[config.mk]
export PLATFORM = sky130hd
export DESIGN_NAME = control_unit
export DESIGN_NICKNAME = d
export VERILOG_FILES = /design/src/rtl/control_pkg.sv /design/src/rtl/control_decode.sv /design/src/rtl/control_unit.sv
export SDC_FILE = /design/constraint.sdc
export NUM_CORES = 1
export LEC_CHECK = 0
export CAP_MARGIN = 20
export CORE_MARGIN = 1
export CORE_UTILIZATION = 39
export CTS_CLUSTER_SIZE = 8
export DETAILED_ROUTE_END_ITERATION = 6
export PLACE_DENSITY = 0.74
export SETUP_SLACK_MARGIN = 0.3
export SLEW_MARGIN = 20
export SYNTH_ARGS = -nofsm -noshare
export SYNTH_HDL_FRONTEND = slang
export SYNTH_SLANG_ARGS = --single-unit
[constraint.sdc]
create_clock -name clk -period 1.2 [get_ports clk]
set_clock_uncertainty 0.05 [all_clocks]
set_input_delay 0.36 -clock clk [delete_from_list [all_inputs] [get_ports clk]]
set_output_delay 0.36 -clock clk [all_outputs]
set_load 0.03 [all_outputs]
[src/rtl/control_pkg.sv]
// control_pkg: opcodes, control codes, FSM states and the raw control bundle for the 16-bit CPU decoder
// Optional feature macro: CTRL_ILLEGAL_OP_EN adds an illegalOp flag to the control bundle.
package control_pkg;

    localparam logic [3:0] OP_TYPEA = 4'b1111;
    localparam logic [3:0] OP_ANDI  = 4'b0001;
    localparam logic [3:0] OP_ORI   = 4'b0010;
    localparam logic [3:0] OP_LBU   = 4'b1010;
    localparam logic [3:0] OP_SB    = 4'b1011;
    localparam logic [3:0] OP_LW    = 4'b1100;
    localparam logic [3:0] OP_SW    = 4'b1101;
    localparam logic [3:0] OP_BLT   = 4'b0101;
    localparam logic [3:0] OP_BGT   = 4'b0100;
    localparam logic [3:0] OP_BEQ   = 4'b0110;
    localparam logic [3:0] OP_JMP   = 4'b0111;
    localparam logic [3:0] OP_HALT  = 4'b0000;

    localparam logic [1:0] ALU_ADD = 2'b00;
    localparam logic [1:0] ALU_SUB = 2'b01;
    localparam logic [1:0] ALU_AND = 2'b10;
    localparam logic [1:0] ALU_OR  = 2'b11;

    localparam logic [1:0] RW_NONE  = 2'b00;
    localparam logic [1:0] RW_RD    = 2'b01;
    localparam logic [1:0] RW_RD_R0 = 2'b10;

    localparam logic [1:0] JB_SEQ  = 2'b00;
    localparam logic [1:0] JB_BR   = 2'b01;
    localparam logic [1:0] JB_JMP  = 2'b10;
    localparam logic [1:0] JB_HALT = 2'b11;

    typedef enum logic {ST_RUN, ST_HALTED} stateT;

    typedef struct packed {
        logic       aluBType;
        logic       aluSrc;
        logic       signExtendFlag;
        logic       memRead;
        logic       memToReg;
        logic       memWrite;
        logic [1:0] aluControl;
        logic [1:0] regWrite;
        logic [1:0] jumpBranch;
`ifdef CTRL_ILLEGAL_OP_EN
        logic       illegalOp;
`endif
    } ctrlT;

    // Bundle held while halted: everything quiet except the halt indication.
    function automatic ctrlT haltCtrl();
        ctrlT c;
        c = '0;
        c.jumpBranch = JB_HALT;
        return c;
    endfunction

endpackage

[src/rtl/control_decode.sv]
// control_decode: combinational opcode/multiDiv to raw control bundle decode
// Optional feature macro: CTRL_ILLEGAL_OP_EN flags undefined opcodes.
module control_decode
    import control_pkg::*;
(
    input  logic [3:0] opcode,
    input  logic       multiDiv,
    output ctrlT       ctrl
);

    // Every field defaults to 0 so undefined opcodes fall through as NOPs.
    always_comb begin
        ctrl = '0;
        ctrl.aluControl = ALU_ADD;
        ctrl.regWrite = RW_NONE;
        ctrl.jumpBranch = JB_SEQ;
        case (opcode)
            OP_TYPEA: begin
                ctrl.aluBType = 1'b1;
                ctrl.regWrite = multiDiv ? RW_RD_R0 : RW_RD;
            end
            OP_ANDI, OP_ORI: begin
                ctrl.aluSrc = 1'b1;
                ctrl.aluControl = (opcode == OP_ANDI) ? ALU_AND : ALU_OR;
                ctrl.regWrite = RW_RD;
            end
            OP_LBU, OP_LW: begin
                ctrl.aluSrc = 1'b1;
                ctrl.signExtendFlag = 1'b1;
                ctrl.memRead = 1'b1;
                ctrl.memToReg = 1'b1;
                ctrl.regWrite = RW_RD;
            end
            OP_SB, OP_SW: begin
                ctrl.aluSrc = 1'b1;
                ctrl.signExtendFlag = 1'b1;
                ctrl.memWrite = 1'b1;
            end
            OP_BLT, OP_BGT, OP_BEQ: begin
                ctrl.signExtendFlag = 1'b1;
                ctrl.aluControl = ALU_SUB;
                ctrl.jumpBranch = JB_BR;
            end
            OP_JMP:  ctrl.jumpBranch = JB_JMP;
            OP_HALT: ctrl.jumpBranch = JB_HALT;
            default: begin
`ifdef CTRL_ILLEGAL_OP_EN
                ctrl.illegalOp = 1'b1;
`endif
            end
        endcase
    end

endmodule

[src/rtl/control_unit.sv]
// control_unit: registered main decoder with stall hold and sticky HALT state
// Optional feature macro: CTRL_ILLEGAL_OP_EN adds the registered illegalOp output.
module control_unit
    import control_pkg::*;
(
    input  logic       clk,
    input  logic       rst,
    input  logic       stall,
    input  logic [3:0] opcode,
    input  logic       multiDiv,
    output logic       aluBType,
    output logic       aluSrc,
    output logic       signExtendFlag,
    output logic       memRead,
    output logic       memToReg,
    output logic       memWrite,
    output logic [1:0] aluControl,
    output logic [1:0] regWrite,
    output logic [1:0] jumpBranch
`ifdef CTRL_ILLEGAL_OP_EN
    ,
    output logic       illegalOp
`endif
);

    stateT state, nextState;
    ctrlT  ctrlQ, ctrlD, decoded;

    control_decode uDecode (
        .opcode   (opcode),
        .multiDiv (multiDiv),
        .ctrl     (decoded)
    );

    // Next bundle/state: hold on stall, freeze at halt decode once halted.
    always_comb begin
        ctrlD = ctrlQ;
        nextState = state;
        if (!stall) begin
            ctrlD = (state == ST_HALTED) ? haltCtrl() : decoded;
            nextState = (state == ST_HALTED || opcode == OP_HALT) ? ST_HALTED : ST_RUN;
        end
    end

    // Output flops and FSM state; reset clears both without a clock.
    always_ff @(posedge clk or posedge rst) begin
        if (rst) begin
            state <= ST_RUN;
            ctrlQ <= '0;
        end else begin
            state <= nextState;
            ctrlQ <= ctrlD;
        end
    end

    assign aluBType       = ctrlQ.aluBType;
    assign aluSrc         = ctrlQ.aluSrc;
    assign signExtendFlag = ctrlQ.signExtendFlag;
    assign memRead        = ctrlQ.memRead;
    assign memToReg       = ctrlQ.memToReg;
    assign memWrite       = ctrlQ.memWrite;
    assign aluControl     = ctrlQ.aluControl;
    assign regWrite       = ctrlQ.regWrite;
    assign jumpBranch     = ctrlQ.jumpBranch;
`ifdef CTRL_ILLEGAL_OP_EN
    assign illegalOp      = ctrlQ.illegalOp;
`endif

endmodule

======== After elaboration in Yosys (flattened, before gate mapping) ========
Index checks and enable logic that the tools add are counted.
W data, S select, Z words.
storage, ports and cells
  logic and storage cells ................. 42
  bits in registers ....................... 13
operators by class
  multiplexer cells ....................... 12
  equality and inequality tests ........... 11
  reduce and logical (&&, ||, !) cells .... 9
operators by type and width
  cell                  number
  $eq A4 B4 Y1 const B  5
  $eq A4 B3 Y1 const B  4
  $mux W12              1
  $pmux W2 S2           2
  $reduce_or A7 Y1      1
  $mux W1               6
  $pmux W2 S3           1
  $reduce_or A2 Y1      3
  $reduce_or A6 Y1      1
  $eq A4 B1 Y1 const B  1
  $eq A4 B2 Y1 const B  1
  $logic_not A4 Y1      1
  $mux W2               2
  $reduce_or A4 Y1      1
  $reduce_or A3 Y1      1
  $logic_or A1 B1 Y1    1

======== Longest topological paths before layout ========
Gate-level depths: netlist of the first run.
  depth after elaboration ................. 4
  depth in mapped cells ................... 5
  gate-level depth less buffers ........... 4

======== By module ========
A second synthesis of the first run with hierarchy kept.
second synthesis, totals
  cells, all modules ...................... 68
  area total of the unflattened synthesis .. 703.2 um^2
by module, submodules not included
  module          sequential area each (um^2)  area an instance (um^2)  times used  cells each
  control_unit    325.3                        485.5                    1           35
  control_decode  0.0                          217.7                    1           33

======== Least setup slack after synthesis of the first run ========
No wires, ideal clock.
  path kind ............................... input-to-reg
  start ................................... input port opcode[0]
  end ..................................... register ctrlQ (netlist bit aluSrc)
  slack ................................... -0.025 ns
  data required time ...................... 1.015 ns
  arrival ................................. 1.040 ns
  setup time .............................. 0.135 ns
  stages on the path ...................... 5
  cell sequence ........................... buf_4 -> nor4b_2 -> a31o_1 -> a21oi_1 -> o31ai_2
between the ends
  word-level cells in the longest chain between the ends .. 4
ends and longest elaborated chain
  item                                        line                  text
  start: declaration                          control_unit.sv:9     input logic [3:0] opcode,
  $eq A4 B2 Y1, or another cell as far along  control_decode.sv:17  case (opcode)
  $reduce_or A6 Y1 (no line) *                -
  $mux W1 *                                   control_decode.sv:17
  $mux W12 *                                  control_unit.sv:40    ctrlD = (state == ST_HALTED) ? haltCtrl() : decoded;
  end signal: assignment                      control_unit.sv:52    ctrlQ <= ctrlD;
  end: declaration                            control_unit.sv:27    ctrlT ctrlQ, ctrlD, decoded;
Mark *: on every way between the ends. The rest lies on a longest branch, timed or not.
A chain may end at the register's enable or synchronous reset.

==> results of run 1 <==
[tightest hold or removal path, cell delays in order]
cell and delay (ns):
sky130_fd_sc_hd__clkdlybuf4s50_1 0.41, sky130_fd_sc_hd__inv_1 0.05, sky130_fd_sc_hd__buf_4 0.19
[synth_stat cells (all sizes together)]
library cell | number | area (um2)
a21o | 1 | 7.510
a21oi | 3 | 18.77
a22o | 1 | 8.760
a31o | 1 | 8.760
a32o | 2 | 20.02
buf | 6 | 42.53
dfrtp | 12 | 300.3
inv | 5 | 21.27
maj3 | 1 | 11.26
nand2 | 10 | 40.04
nand3 | 2 | 10.01
nor2 | 5 | 21.27
nor2b | 1 | 6.260
nor3 | 2 | 10.01
nor4b | 1 | 15.01
nor4bb | 1 | 10.01
o211ai | 1 | 7.510
o21a | 1 | 7.510
o21ai | 6 | 30.03
o21bai | 1 | 7.510
o31ai | 1 | 12.51
xor2 | 2 | 17.52
[logic make-up after synthesis]
group                      count (synthesis)  share of synthesized area, %
buffers and inverters                     11                         10.06
AOI/OAI and AO/OA                         18                         20.32
DFF                                       12                         47.34
adders and majority gates                  1                         1.775
xor gates and xnor gates                   2                         2.762
and+or+nand+nor                           22                         17.75
[registers in the layout, indices dropped and copies added, names as in the netlist]
name / cells
aluControl: 2
jumpBranch: 2
regWrite: 2
aluBType: 1
aluSrc: 1
memRead: 1
memWrite: 1
signExtendFlag: 1
state: 1
[final timing paths]
path | from | end | slack (ns)
max | memRead$_DFFE_PP0N_ | memToReg | -0.08
min | rst | regWrite[1]$_DFFE_PP0N_ | 0.31
max reg2reg | state$_DFFE_PP0N_ | signExtendFlag$_DFFE_PP0N_ | 0.16
min reg2reg | aluSrc$_DFFE_PP0N_ | aluSrc$_DFFE_PP0N_ | 0.49
max in group asynchronous | rst | memRead$_DFFE_PP0N_ | 0.62
min in group clk | opcode[0] | memRead$_DFFE_PP0N_ | 0.34
[area by class of cell]
cell class | instances | area, um2
timing repair buffer | 49 | 473.0
multi-input combinational | 43 | 361.6
sequential | 12 | 301.5
fill | 84 | 292.8
clock buffer | 4 | 36.28
inverter | 5 | 21.27
tap | 16 | 20.02
[through the flow]
stage          total power [uW]  hold slack, ns  cell area, um2
5_1_grt                    1304          0.3571            1214
3_5_place_dp              775.0          0.4228           894.6
4_1_cts                    1206          0.3310            1136
6_report                   1260          0.3123            1214
2_1_floorplan             665.6          0.1746           699.4
3_3_place_gp              770.3          0.4201           894.6
[what timing repair did]
item	4_1_cts	5_1_grt
setup buffers	8	8
setup endpoints to repair	24	24
pin swaps	17	4
resized for setup	54	8
[layer usage]
layer / global-route usage [%] / vias to the layer above / wire, um
li1: - / 323 / -
met2: 44.31 / 36 / 1131
met3: 3.017 / 7 / 105
met4: 5.625 / 0 / 33
met1: 30.56 / 332 / 898
met5: 0 / - / 0
[power by group]
part | switching, uW | leakage [uW] | internal (uW) | total, uW
clock network | 166 | 0.0000210 | 185 | 351
registers | 27.9 | 0.000153 | 440 | 468
logic | 218 | 0.000417 | 224 | 441
==> parameters.txt, run 1 <==
Parameter                              Value

Floorplanning
  Width of the chip    42.33 um
  Initial standard-cell utilization of the core    42.11%
  Floorplan Core Area    1506 um2
  Die Y-Extent    42.33 um
  Top-Level Pins    20
  Number of placement rows    14
  Die outline area    1792 um2

STA
  Final period demand of the worst path    1.276 ns
  Worst setup slack after layout    -0.07607 ns
  Final setup fails    12
  FMAX    783.7 MHz
  Tcrit/Tclk final    106.3%
  Worst slew margin    84.61%
  Total Negative Setup Slacks    -0.5726 ns
  Worst-Margin Slew    0.2298 ns
  Number of hold-slack violations in the final timing report    0
  Fin. max-slew vios    0
  Setup repair after global routing missed its margin    yes

GRT
  Global router's overall resource usage    24.39%
  Global-route wire length before repair    3.243 mm
  Number of antenna violations at the first check in global routing    0
  Via count of the first global-routing pass    671
  Overall overflow remaining after global route    0
  Pin count of the biggest net entering global routing    13

Setup path
  Path length in cells of the critical path    1
  Top Family by Delay on Critical Path    flip-flops
  CP Max Fanout    3
  Endpoint kind of the worst setup timing path    output port
  Worst Path Arrival    0.87 ns
  Type of the worst setup path    register to output port
  Critical-path cell list    buf_6
  Slowest CP cell    sky130_fd_sc_hd__dfrtp_2
  Setup crit start kind    register
  Worst Reg-to-Reg Cells    4
  Stage delay of the slowest cell on the critical path    0.43 ns
  Sum of buffers and inverters on the critical path    1
  Required arrival time at the worst endpoint    0.79 ns

Pwr
  Worst VDD drop    0.0008175 V
  Pwr Density    1038 nW/um2
  Leakage power summed over all cells    0.0005911 uW

Placement
  Pre-CTS worst setup slack    -0.5556 ns
  Gpl congestion    0.8083
  Port Buffer Count    19
  Dpl cells    109
  Post-detailed-placement half-perimeter wirelength    1.055 mm

Synthesis
  Sequential element share of the synthesized area    47.34%
  Number of synthesized register bits    12
  Synthesized cell area    634.4 um2
  Synth cell types    29
  Nets in the synthesized netlist    74
  Instance count of the mapped netlist    66
  Average size of a mapped cell    9.611 um2
  Number of warnings printed during yosys synthesis    0

Detailed routing
  Vias/cell    5.411
  Count of TritonRoute iterations in the first routing pass    4
  Residual DRC    0
  First DRT Iteration DRCs    18
  Number of antenna-violating nets in the routed design    0
  Total wirelength of the detailed-routed design    2.168 mm
  DR vias    698
  DR WL/cell    16.81 um

Layout
  Share of the core filled with cells in the final layout    80.56%
  Inserted Diodes    0
  Layout net count    122
  Leading cell type in the layout, fill and taps excluded    sky130_fd_sc_hd__buf_6
  Area Overhead vs Synth    91.32%
  Share of post-route cells with drive strength above 1    62.83%
  Final Non-Filler Cells    129
  Most frequent cells in the layout    sky130_fd_sc_hd__buf_6, sky130_fd_sc_hd__buf_4, sky130_fd_sc_hd__dfrtp_1

Clock network
  Cts bufs inserted    3
  CTS HTree Levels    1
  Root Buffer Master    sky130_fd_sc_hd__clkbuf_4
  Skew-Pair Late Insertion Delay    0.29 ns
  CTS tree    yes
  Hold_buf cts    0
  Clock transition at the register clock pins on the worst setup and hold paths after CTS    0.08 ns
  Maximum clock insertion buffer count    2
  Number of clock sinks    12

Run status
  Failing checks    negative setup slack
  Status    finished with violations

Job
  Number of violations of the max-capacitance limit    0

Min path
  Worst hold path type    primary input to async pin
(Power assumes the default switching activity.)
==> inputs of run 2 (changes only) <==
SLEW_MARGIN = 0   (was 20)
==> results of run 2 <==
The final DEF is identical to that of run 1; final timing and power are the same.
